[config.mk]
export PLATFORM = sky130hd
export DESIGN_NAME = uart_tx_arbiter
export DESIGN_NICKNAME = d
export VERILOG_FILES = /design/src/rtl/uart_tx_arbiter.sv
export SDC_FILE = /design/constraint.sdc
export NUM_CORES = 1
export LEC_CHECK = 0
export ABC_AREA = 1
export CAP_MARGIN = 20
export CELL_PAD_IN_SITES_DETAIL_PLACEMENT = 0
export CELL_PAD_IN_SITES_GLOBAL_PLACEMENT = 2
export CORE_UTILIZATION = 22
export CTS_CLUSTER_SIZE = 14
export DETAILED_ROUTE_END_ITERATION = 7
export PLACE_DENSITY = 0.82
export SLEW_MARGIN = 10
export SYNTH_ARGS = -nofsm -noshare
export SYNTH_HDL_FRONTEND = slang
export SYNTH_SLANG_ARGS = --single-unit
[constraint.sdc]
create_clock -name clk -period 1.82 [get_ports clk]
set_clock_uncertainty 0.1 [all_clocks]
set_input_delay 0.182 -clock clk [delete_from_list [all_inputs] [get_ports clk]]
set_output_delay 0.182 -clock clk [all_outputs]
set_load 0.01 [all_outputs]
[src/rtl/uart_tx_arbiter.sv]
// uart_tx_arbiter: round-robin arbiter handing one byte at a time to a UART transmitter
module uart_tx_arbiter #(
  parameter int N_REQ   = 4,
  parameter int TIMEOUT = 16
) (
  input  logic               clk,
  input  logic               reset,
  input  logic [N_REQ-1:0]   req,
  input  logic [8*N_REQ-1:0] req_data,
  output logic [N_REQ-1:0]   grant,
  output logic [N_REQ-1:0]   ack,
  output logic               tx_start,
  output logic [7:0]         tx_data,
  input  logic               tx_busy,
  output logic               timeout_err
);
  localparam int PW = $clog2(N_REQ);
  localparam int CW = $clog2(TIMEOUT + 1);
  typedef enum logic [1:0] {IDLE, LAUNCH, SEND, RELEASE} state_t;
  state_t state_q, state_d;
  logic [PW-1:0] ptr_q, ptr_d, idx_q, idx_d, sel;
  logic [N_REQ-1:0] grant_q, grant_d;
  logic [7:0] tx_data_q, tx_data_d;
  logic [CW-1:0] cnt_q, cnt_d;
  logic timeout_err_q, timeout_err_d;
  function automatic logic [PW-1:0] wrap(input logic [PW-1:0] p, input int k);
    return PW'((int'(p) + k) % N_REQ);
  endfunction
  // scan from farthest to nearest so the first requester after ptr wins
  always_comb begin
    sel = ptr_q;
    for (int k = N_REQ; k >= 1; k--) sel = req[wrap(ptr_q, k)] ? wrap(ptr_q, k) : sel;
  end
  // next-state logic: pick, launch with timeout, send, release with ack
  always_comb begin
    state_d       = state_q;
    ptr_d         = ptr_q;
    idx_d         = idx_q;
    grant_d       = grant_q;
    tx_data_d     = tx_data_q;
    cnt_d         = cnt_q;
    timeout_err_d = 1'b0;
    case (state_q)
      IDLE: if (|req) begin
        state_d   = LAUNCH;
        idx_d     = sel;
        grant_d   = N_REQ'(1) << sel;
        tx_data_d = req_data[{sel, 3'b000} +: 8];
        cnt_d     = '0;
      end
      LAUNCH: begin
        cnt_d = cnt_q + 1'b1;
        if (tx_busy) state_d = SEND;
        else if (cnt_d == CW'(TIMEOUT)) begin
          state_d       = IDLE;
          grant_d       = '0;
          timeout_err_d = 1'b1;
        end
      end
      SEND: state_d = tx_busy ? SEND : RELEASE;
      default: begin
        state_d = IDLE;
        ptr_d   = idx_q;
        grant_d = '0;
      end
    endcase
  end
  // state registers; reset points ptr at the last requester so requester 0 goes first
  always_ff @(posedge clk or posedge reset) begin
    if (reset) begin
      state_q       <= IDLE;
      ptr_q         <= PW'(N_REQ - 1);
      idx_q         <= '0;
      grant_q       <= '0;
      tx_data_q     <= '0;
      cnt_q         <= '0;
      timeout_err_q <= 1'b0;
    end else begin
      state_q       <= state_d;
      ptr_q         <= ptr_d;
      idx_q         <= idx_d;
      grant_q       <= grant_d;
      tx_data_q     <= tx_data_d;
      cnt_q         <= cnt_d;
      timeout_err_q <= timeout_err_d;
    end
  end
  assign grant       = grant_q;
  assign ack         = (state_q == RELEASE) ? grant_q : '0;
  assign tx_start    = (state_q == LAUNCH) || (state_q == SEND);
  assign tx_data     = tx_data_q;
  assign timeout_err = timeout_err_q;
endmodule

==> Word-level counts from Yosys, hierarchy flattened <==
Cells that the tools add are included.
{ "word_totals": {"regBits": 24, "input_bits": 39, "elab_cells": 63} }
{ "classes": {"add_sub_neg": 5, "n_lt_le_gt_ge": 4, "eq_ne": 8, "n_shift": 2, "n_mux": 27, "bitwise_logic": 1, "n_reduce_logical": 9} }
{ "op_table": {"columns": ["cell", "n"], "rows": [
  ["32-bit by 6-bit variable part select with 8-bit output", 1],
  ["4-bit 2-to-1 mux", 4],
  ["2-bit 2-to-1 mux", 7],
  ["2-bit by 3-bit < comparator with 1-bit output, second input constant", 4],
  ["4-bit one-hot mux with 3 select lines", 1],
  ["5-bit one-hot mux with 2 select lines", 1],
  ["1-bit binary-select mux with 2-bit select", 4],
  ["1-bit 2-to-1 mux", 8],
  ["2-bit != test, second input constant", 3],
  ["2-bit one-hot mux with 3 select lines", 1],
  ["2-bit AND reduction", 3],
  ["5-bit by 1-bit adder with 5-bit output, second input constant", 1],
  ["5-bit == test, second input constant", 1],
  ["5-bit 2-to-1 mux", 1],
  ["2-bit by 1-bit adder with 2-bit output, second input constant", 2],
  ["2-bit adder, second input constant", 2],
  ["2-bit == test, second input constant", 2],
  ["4-bit AND reduction", 1],
  ["4-bit OR reduction", 1],
  ["1-bit by 2-bit << shifter with 4-bit output, first input constant", 1],
  ["3-bit != test, second input constant", 1],
  ["3-bit OR reduction", 1],
  ["2-bit by 1-bit == test with 1-bit output, second input constant", 1],
  ["2-bit zero test", 1],
  ["other kinds (3)", 3]
]} }

==> Depth between registers and ports, before layout <==
Gate-level depths: netlist (run 1).
{ "depth": {"ltp_word": 10, "mapped_depth": 17} }

==> Least setup slack after synthesis (run 1) <==
Ideal clock, no wire load.
{ "synth_path": {"kind": "flip-flop to flip-flop", "startpoint": "register ptr_q[0]", "endpoint": "register tx_data_q[0], in the netlist tx_data[0]", "setup_time_ns": 0.117, "arrival_ns": 1.652, "slack_ns": -0.049, "stages_incl_launch_ff": 18, "cell_sequence": "dfstp_2 -> buf_6 -> inv_8 -> nand2_1 -> nand2_2 -> nand2_1 -> nand2_2 -> nand2_4 -> nand2_2 -> nand2_4 -> nand2_4 -> buf_12 -> nand2_2 -> nand2_1 -> nand2_1 -> nand2_1 -> nand2_1 -> nand2_1"} }
{ "synth_via": {"elab_chain_cells": 8} }
{ "synth_lines": {"columns": ["element", "line_no", "text"], "rows": [
  ["start: declaration", "21", "logic [PW-1:0] ptr_q, ptr_d, idx_q, idx_d, sel;"],
  ["start signal: assignment", "72", "ptr_q <= PW'(N_REQ - 1);"],
  ["start signal: assignment", "80", "ptr_q <= ptr_d;"],
  ["2-bit by 1-bit adder with 2-bit output", "27", "return PW'((int'(p) + k) % N_REQ);"],
  ["1-bit binary-select mux with 2-bit select", "32", "for (int k = N_REQ; k >= 1; k--) sel = req[wrap(ptr_q, k)] ? wrap(ptr_q, k) : sel;"],
  ["1-bit 2-to-1 mux (implied by the code)", "32", null],
  ["2-bit 2-to-1 mux (3 in a row)", "32", null],
  ["2-bit 2-to-1 mux (*)", "32", null],
  ["32-bit by 6-bit variable part select with 8-bit output (*)", "48", "tx_data_d = req_data[{sel, 3'b000} +: 8];"],
  ["end signal: assignment", "83", "tx_data_q <= tx_data_d;"],
  ["end: declaration", "23", "logic [7:0] tx_data_q, tx_data_d;"]
]} }
Mark *: on every way between the ends. The rest lies on a longest branch, timed or not. The select of a mux whose other input is x is not followed.
A chain may end at the register's enable or synchronous reset.

==> Final worst setup path (run 1) <==
{ "layout_path": {"startpoint": "register ptr_q[0]", "endpoint": "register tx_data_q[1], in the netlist tx_data[1]"} }
The elaborated chain is that of the path after synthesis.

==> results of run 1 <==
[worst max-delay path, stage by stage, from the launching register on]
cell and delay (ps):
dfstp_2 560, buf_6 120, inv_8 40, nand2_2 50, nand2_2 60, nand2_2 80
nand2_2 70, inv_4 70, nand3_4 160, buf_12 190, nand3_1 80, nand2_1 60
nand2_1 50, nand2_1 50, nand2_1 60, nand2_1 50
[final cells by class]
| class | instances | share of cell area [%] |
|---|---|---|
| clock buffers | 3 | 1.47 |
| clock inverters | 1 | 1.07 |
| inverters | 31 | 4.49 |
| multi-input cells | 186 | 37.3 |
| flip-flops and latches | 24 | 21.4 |
| well taps | 99 | 4.40 |
| repair buffers | 85 | 29.8 |
[power by group through the flow]
| stage | logic [mW] | registers (mW) | clock network, mW |
|---|---|---|---|
| 3_3_place_gp | 3.02 | 0.976 | 0 |
| 3_5_place_dp | 3.04 | 0.973 | 0 |
| 6_report | 3.60 | 0.935 | 0.462 |
| 5_1_grt | 3.99 | 0.966 | 0.498 |
| 4_1_cts | 3.20 | 0.935 | 0.481 |
| 2_1_floorplan | 2.04 | 0.950 | 0 |
[repair_timing]
item,in CTS,in global routing
pin swaps,1,27
endpoints found under the setup margin,18,20
endpoints found under the hold margin,0,0
gates resized for setup,9,28
buffers inserted,6,0
gates cloned,0,3
[flip-flops by register name, indices dropped and copies added, names as in the netlist]
register,flops
timeout_err,1
idx_q,2
grant,4
tx_data,8
state_q,2
cnt_q,5
ptr_q,2
[logic make-up after synthesis]
logic type / Yosys count / synth area share (%)
AND/OR/NAND/NOR: 157 / 41.1
buffers and inverters: 38 / 11.5
flip-flops: 24 / 35.4
AO/OA/AOI/OAI: 21 / 7.27
adder cells (fa/ha/maj): 5 / 3.67
XOR/XNOR: 2 / 1.03
[placed cells by master (no fill, tap or decap), types with 2 or more instances in the layout]
cell             count
nand3_1              9
buf_6                2
o21ai_0              5
dlygate4sd2_1        5
clkdlybuf4s50_1     51
dfrtp_1             22
dfstp_2              2
nand3_2             13
nand2_2             23
xor2_1               2
buf_4               23
ha_1                 4
inv_2                4
nand2_4              5
a21oi_1              3
inv_1               25
o22ai_1              3
o21ai_1              4
clkbuf_8             3
o22ai_2              2
nand2_1             99
buf_12               2
o31ai_1              2
nor2_1               3
clkbuf_16            2
[final timing paths]
path	end	depth (start not counted)
max	tx_data[1]$_DFFE_PP0P_	15
min	timeout_err$_DFF_PP0_	3
max reg2reg	tx_data[1]$_DFFE_PP0P_	15
min reg2reg	tx_data[5]$_DFFE_PP0P_	2
max in group asynchronous	ptr_q[0]$_DFFE_PP1N_	3
min in group clk	tx_data[5]$_DFFE_PP0P_	2
[through the flow]
stage	cells	hold WS, ps	worst slack, ps	area (um^2)
final	429	157	-140	2810
after global routing	429	205	-281	2810
after CTS	426	164	-106	2650
after detailed placement	416	378	-214	2520
after global placement	416	376	-180	2520
after floorplan	247	95.1	-47.2	1720
[per-layer routing]
metal  track usage (%)  vias up
met3              2.28        6
met5                 0        -
li1                  -      934
met2              18.7       50
met1              14.5      815
met4              2.55        0
==> flow_metrics.tcl, run 1 <==
set metrics [dict create \
    maxSlewViolCount 0 \
    wl_um 4870 \
    final_nets 375 \
    dr.pass1.iters 4 \
    yosysMostFrequentCell "nand2_1" \
    port_buffers 56 \
    vias 1805 \
    multiInputGateArea_um2 1050 \
    wl_met3_um 163 \
    synth_cell_types 29 \
    grt_pass1_vias 1684 \
    yosys-top-cells-area "dfrtp_1 (32%), nand2_1 (24%), nand3_1 (6.5%)" \
    crit_type "reg -> reg" \
    power_mw 4.99 \
    wl_met2_um 2300 \
    drive_gt1_share_pct 27.3 \
    tightest_slew_ps 390 \
    fp.dieH_um 90.0 \
    switchingPower_mw 2.30 \
    rows 31 \
    ir_worst_vdd_mv 0.493 \
    cts_max_path_buffers 2 \
    gp_congestion 0.767 \
    synth_edf_count 0 \
    ys_seq_area_share_pct 35.4 \
    dr.max_layer_used "met4" \
    synth_flop_cell "dfrtp_1" \
    die_w_um 90.0 \
    synthTopCellsByCount "nand2_1 (108), inv_1 (25), dfrtp_1 (22), nand3_1 (22), nand2_2 (16)" \
    hold_viol_final 0 \
    pwr-share-comb_pct 72.0 \
    dp_hpwl_um 3590 \
    fin_setup_tns_ps -1190 \
    crit_required_ps 1880 \
    clk_latency_ps 270 \
    start_util_pct 23.1 \
    ctsHoldBuffers 0 \
    violations "negative setup slack" \
    end_kind "flip-flop" \
    status "complete, but fails checks" \
    core_um2 7370 \
    via_per_inst 4.21 \
    setup_violations 12 \
    hp-class "in -> async" \
    numCtsBuffers 3 \
    cp-start-kind "flip-flop" \
    seq_power_share_pct 18.7 \
    fin_crit_sh_pct 108 \
    r2r_setup_slack_ps -140 \
    ys_ff_latch 24 \
    final_util_pct 38.2 \
    syn-num-nets 291 \
    power.share.clock_pct 9.3 \
    area_growth_pct 65.2 \
    antenna_found_initial 0 \
    die_area_um2 8100 \
    ios 57 \
    diodes 0 \
    layout_min_cycle_time_ps 1960 \
    fmax_mhz 510 \
    rr_startpoint "ptr_q[0]$_DFFE_PP1N_" \
    yosysWarnings 0 \
    slew_headroom_pct 73.8 \
    grt_pass1_wl_um 7390 \
    syn_inst 247 \
    timing.critical_path.from "ptr_q[0]$_DFFE_PP1N_" \
    p_leak_nw 1.43 \
    wl_met1_um 2360 \
    synth_top_cell_area_share_pct 32.3 \
    pwr_density_cell_nw_per_um2 1780 \
    fillers 782 \
    arrival_ps 2010 \
    grt_start_max_net_pins 25 \
    final-seq-area_um2 603 \
    drt_iter0_markers 74 \
    ant_nets 0 \
    grt_overflow 0 \
    cts_sinks 24 \
    cts_tree "done" \
    yosys.area.top_type "dfrtp_1" \
    switching_share_pct 46.0 \
    synthArstFlopShare_pct 100 \
    drcViolationCount 0 \
    rsz0062_at_grt "yes" \
    syn_avg_cell_area_um2 6.89 \
    h-tree-depth 1 \
    fin_ws_ps -140 \
    clk_pin_slew_ps 90 \
    syn-cell-area_um2 1700 \
    internal-power_mw 2.70 \
    grt.total_usage_pct 11.1 \
    cp_max_fo 8 \
    root_buffer "clkbuf_8" \
    post_drt_wl_per_cell_um 11.4 \
    max_cap_violations 0 \
]
Power figures use the tool's default switching activity.
==> run 2: changes to the inputs <==
--- a/config.mk
+++ b/config.mk
@@ -12,2 +12,3 @@
 export CORE_UTILIZATION = 22
+export CTS_CLUSTER_DIAMETER = 50
 export CTS_CLUSTER_SIZE = 14
--- a/constraint.sdc
+++ b/constraint.sdc
@@ -4,2 +4,2 @@
 set_output_delay 0.182 -clock clk [all_outputs]
-set_load 0.01 [all_outputs]
+set_load 0.005 [all_outputs]
==> run 2 against run 1 <==
Largest power group unchanged; clock power about the same; the run still ends with negative setup slack left; clock-buffer cell count unchanged; flip-flop and latch count unchanged; sequential share of layout area about the same; highest routed layer unchanged; critical endpoint unchanged; register-to-register slack about the same; critical path depth unchanged; worst hold slack worse by 1.3 ps; total power down 1.2%; sequential power up 1%; utilization about the same.
==> flow_metrics.tcl, run 2 (synthesis gave the netlist of run 1 again) <==
set metrics [dict create \
    cpMostUsedCell "nand2_1" \
    cts_sinks 24 \
    violations "negative setup slack" \
    mostFrequentLayoutCell "nand2_1" \
    r2r_setup_slack_ps -140 \
    tightest_slew_ps 590 \
    hold_viol_final 0 \
    area_growth_pct 65.4 \
    hp-class "in -> async" \
    grt_pass1_vias 1679 \
    grt.total_usage_pct 11.0 \
    drcViolationCount 0 \
    dp_worst_setup_slack_ps -214 \
    vias 1794 \
    p_leak_nw 1.41 \
    root_buffer "clkbuf_8" \
    rr_startpoint "ptr_q[0]$_DFFE_PP1N_" \
    cts_tree "done" \
    die_w_um 90.0 \
    cp_max_fo 8 \
    worstPathCellList "buf_6 > inv_8 > nand2_2 > nand2_2 > nand2_2 > nand2_2 > inv_4 > nand3_4 > buf_12 > nand3_1 > nand2_1 > nand2_1 > nand2_1 > nand2_1 > nand2_1" \
    maxSlewViolCount 0 \
    final-seq-area_um2 604 \
    ctsHoldBuffers 0 \
    antenna_found_initial 0 \
    setup_violations 12 \
    core_um2 7370 \
    dp_hpwl_um 3590 \
    largest_reg_flops 8 \
    rsz0062_at_grt "yes" \
    clk_pin_slew_ps 90 \
    fin_setup_tns_ps -1180 \
    gp_congestion 0.767 \
    crit_type "reg -> reg" \
    arrival_ps 2010 \
    layout_common_cells "nand2_1 (99), clkdlybuf4s50_1 (55), inv_1 (24)" \
    fillers 781 \
    max_cap_violations 0 \
    rr_endpoint "tx_data[1]$_DFFE_PP0P_" \
    dr.pass1.iters 4 \
    status "complete, but fails checks" \
    die_area_um2 8100 \
    start_util_pct 23.1 \
    cpPeakStageDelay_ps 560 \
    h-tree-depth 1 \
    crit_required_ps 1880 \
    grt_start_max_net_pins 25 \
    slew_headroom_pct 60.3 \
    drt_iter0_markers 62 \
    ir_worst_vdd_mv 0.492 \
    post_drt_wl_per_cell_um 11.3 \
    power_mw 4.93 \
    port_buffers 56 \
    fin_ws_ps -137 \
    instances_no_fill 428 \
    grt_overflow 0 \
    critPathSlowestCell "dfstp_2" \
    final_nets 374 \
    cts_max_path_buffers 2 \
    ant_nets 0 \
    rows 31 \
    multiInputGateArea_um2 1050 \
    reg2regPathDepth 15 \
    pwr_density_cell_nw_per_um2 1750 \
    grt_pass1_wl_um 7360 \
    fp.dieH_um 90.0 \
    drive_gt1_share_pct 27.7 \
    layout_min_cycle_time_ps 1960 \
    numCtsBuffers 3 \
    diodes 0 \
    via_per_inst 4.19 \
    fin_crit_sh_pct 108 \
    wl_um 4840 \
    dp.cells 416 \
    cp-start-kind "flip-flop" \
    clk_latency_ps 270 \
    end_kind "flip-flop" \
    fmax_mhz 511 \
    ios 57 \
]
## run 2: layout make-up
cell class / instances / share of cell area, %
Multi-Input combinational cell: 186 / 37.3
Clock buffer: 3 / 1.47
Clock inverter: 1 / 1.07
Timing Repair Buffer: 84 / 29.9
Inverter: 31 / 4.49
Sequential cell: 24 / 21.5
Tap cell: 99 / 4.40
## run 2: worst max-delay path: cells and delay by family (launching register included)
kind / cells / cell delay, ps
buf+inv: 4 / 420
simple gates: 11 / 770
flops: 1 / 560
## run 2: worst max-delay path by stage
stage / cells past startpoint / startpoint / to / slack [ps]
after CTS: 15 / ptr_q[0]$_DFFE_PP1N_ / tx_data[0]$_DFFE_PP0P_ / -110
after floorplan: 17 / ptr_q[0]$_DFFE_PP1N_ / tx_data[0]$_DFFE_PP0P_ / -50
final: 15 / ptr_q[0]$_DFFE_PP1N_ / tx_data[1]$_DFFE_PP0P_ / -140
after global routing: 15 / ptr_q[0]$_DFFE_PP1N_ / tx_data[5]$_DFFE_PP0P_ / -280
after detailed placement: 12 / req[1] / grant[1]$_DFFE_PP0P_ / -210
after global placement: 13 / req[1] / grant[2]$_DFFE_PP0P_ / -180
## run 2: power by group
part	internal [mW]	total (mW)	switching, mW	leakage [nW]
Clock	0.294	0.464	0.170	0.0357
Combinational	1.63	3.52	1.89	1.07
Sequential	0.768	0.947	0.180	0.304
Total	2.69	4.93	2.24	1.41
## run 2: stage by stage
step / hold WS (ps) / cell area (um^2) / util [%]
after floorplan: 95.1 / 1720 / -
after global placement: 376 / 2520 / 34.2
after detailed placement: 378 / 2520 / 34.2
after CTS: 164 / 2640 / 35.8
after global routing: 205 / 2820 / 38.2
final: 156 / 2820 / 38.2
## run 2: metal layers
metal,part of all wire (%),vias up,track usage [%]
met5,0,-,0
met4,1.1,0,2.55
met3,3.3,6,2.28
met2,47,50,18.7
met1,48,807,14.3
li1,-,931,-
## run 2: timing repair
action,4_1_cts,5_1_grt
endpoints found under the setup margin,18,21
gates cloned,0,3
gates resized for setup,4,30
pin swaps,1,27
buffers inserted,5,0
==> run 3: changes to the inputs <==
- HOLD_SLACK_MARGIN: not set -> 0.12
==> results of run 3 <==
No change in the layout: final DEF, timing and power equal those of run 2.
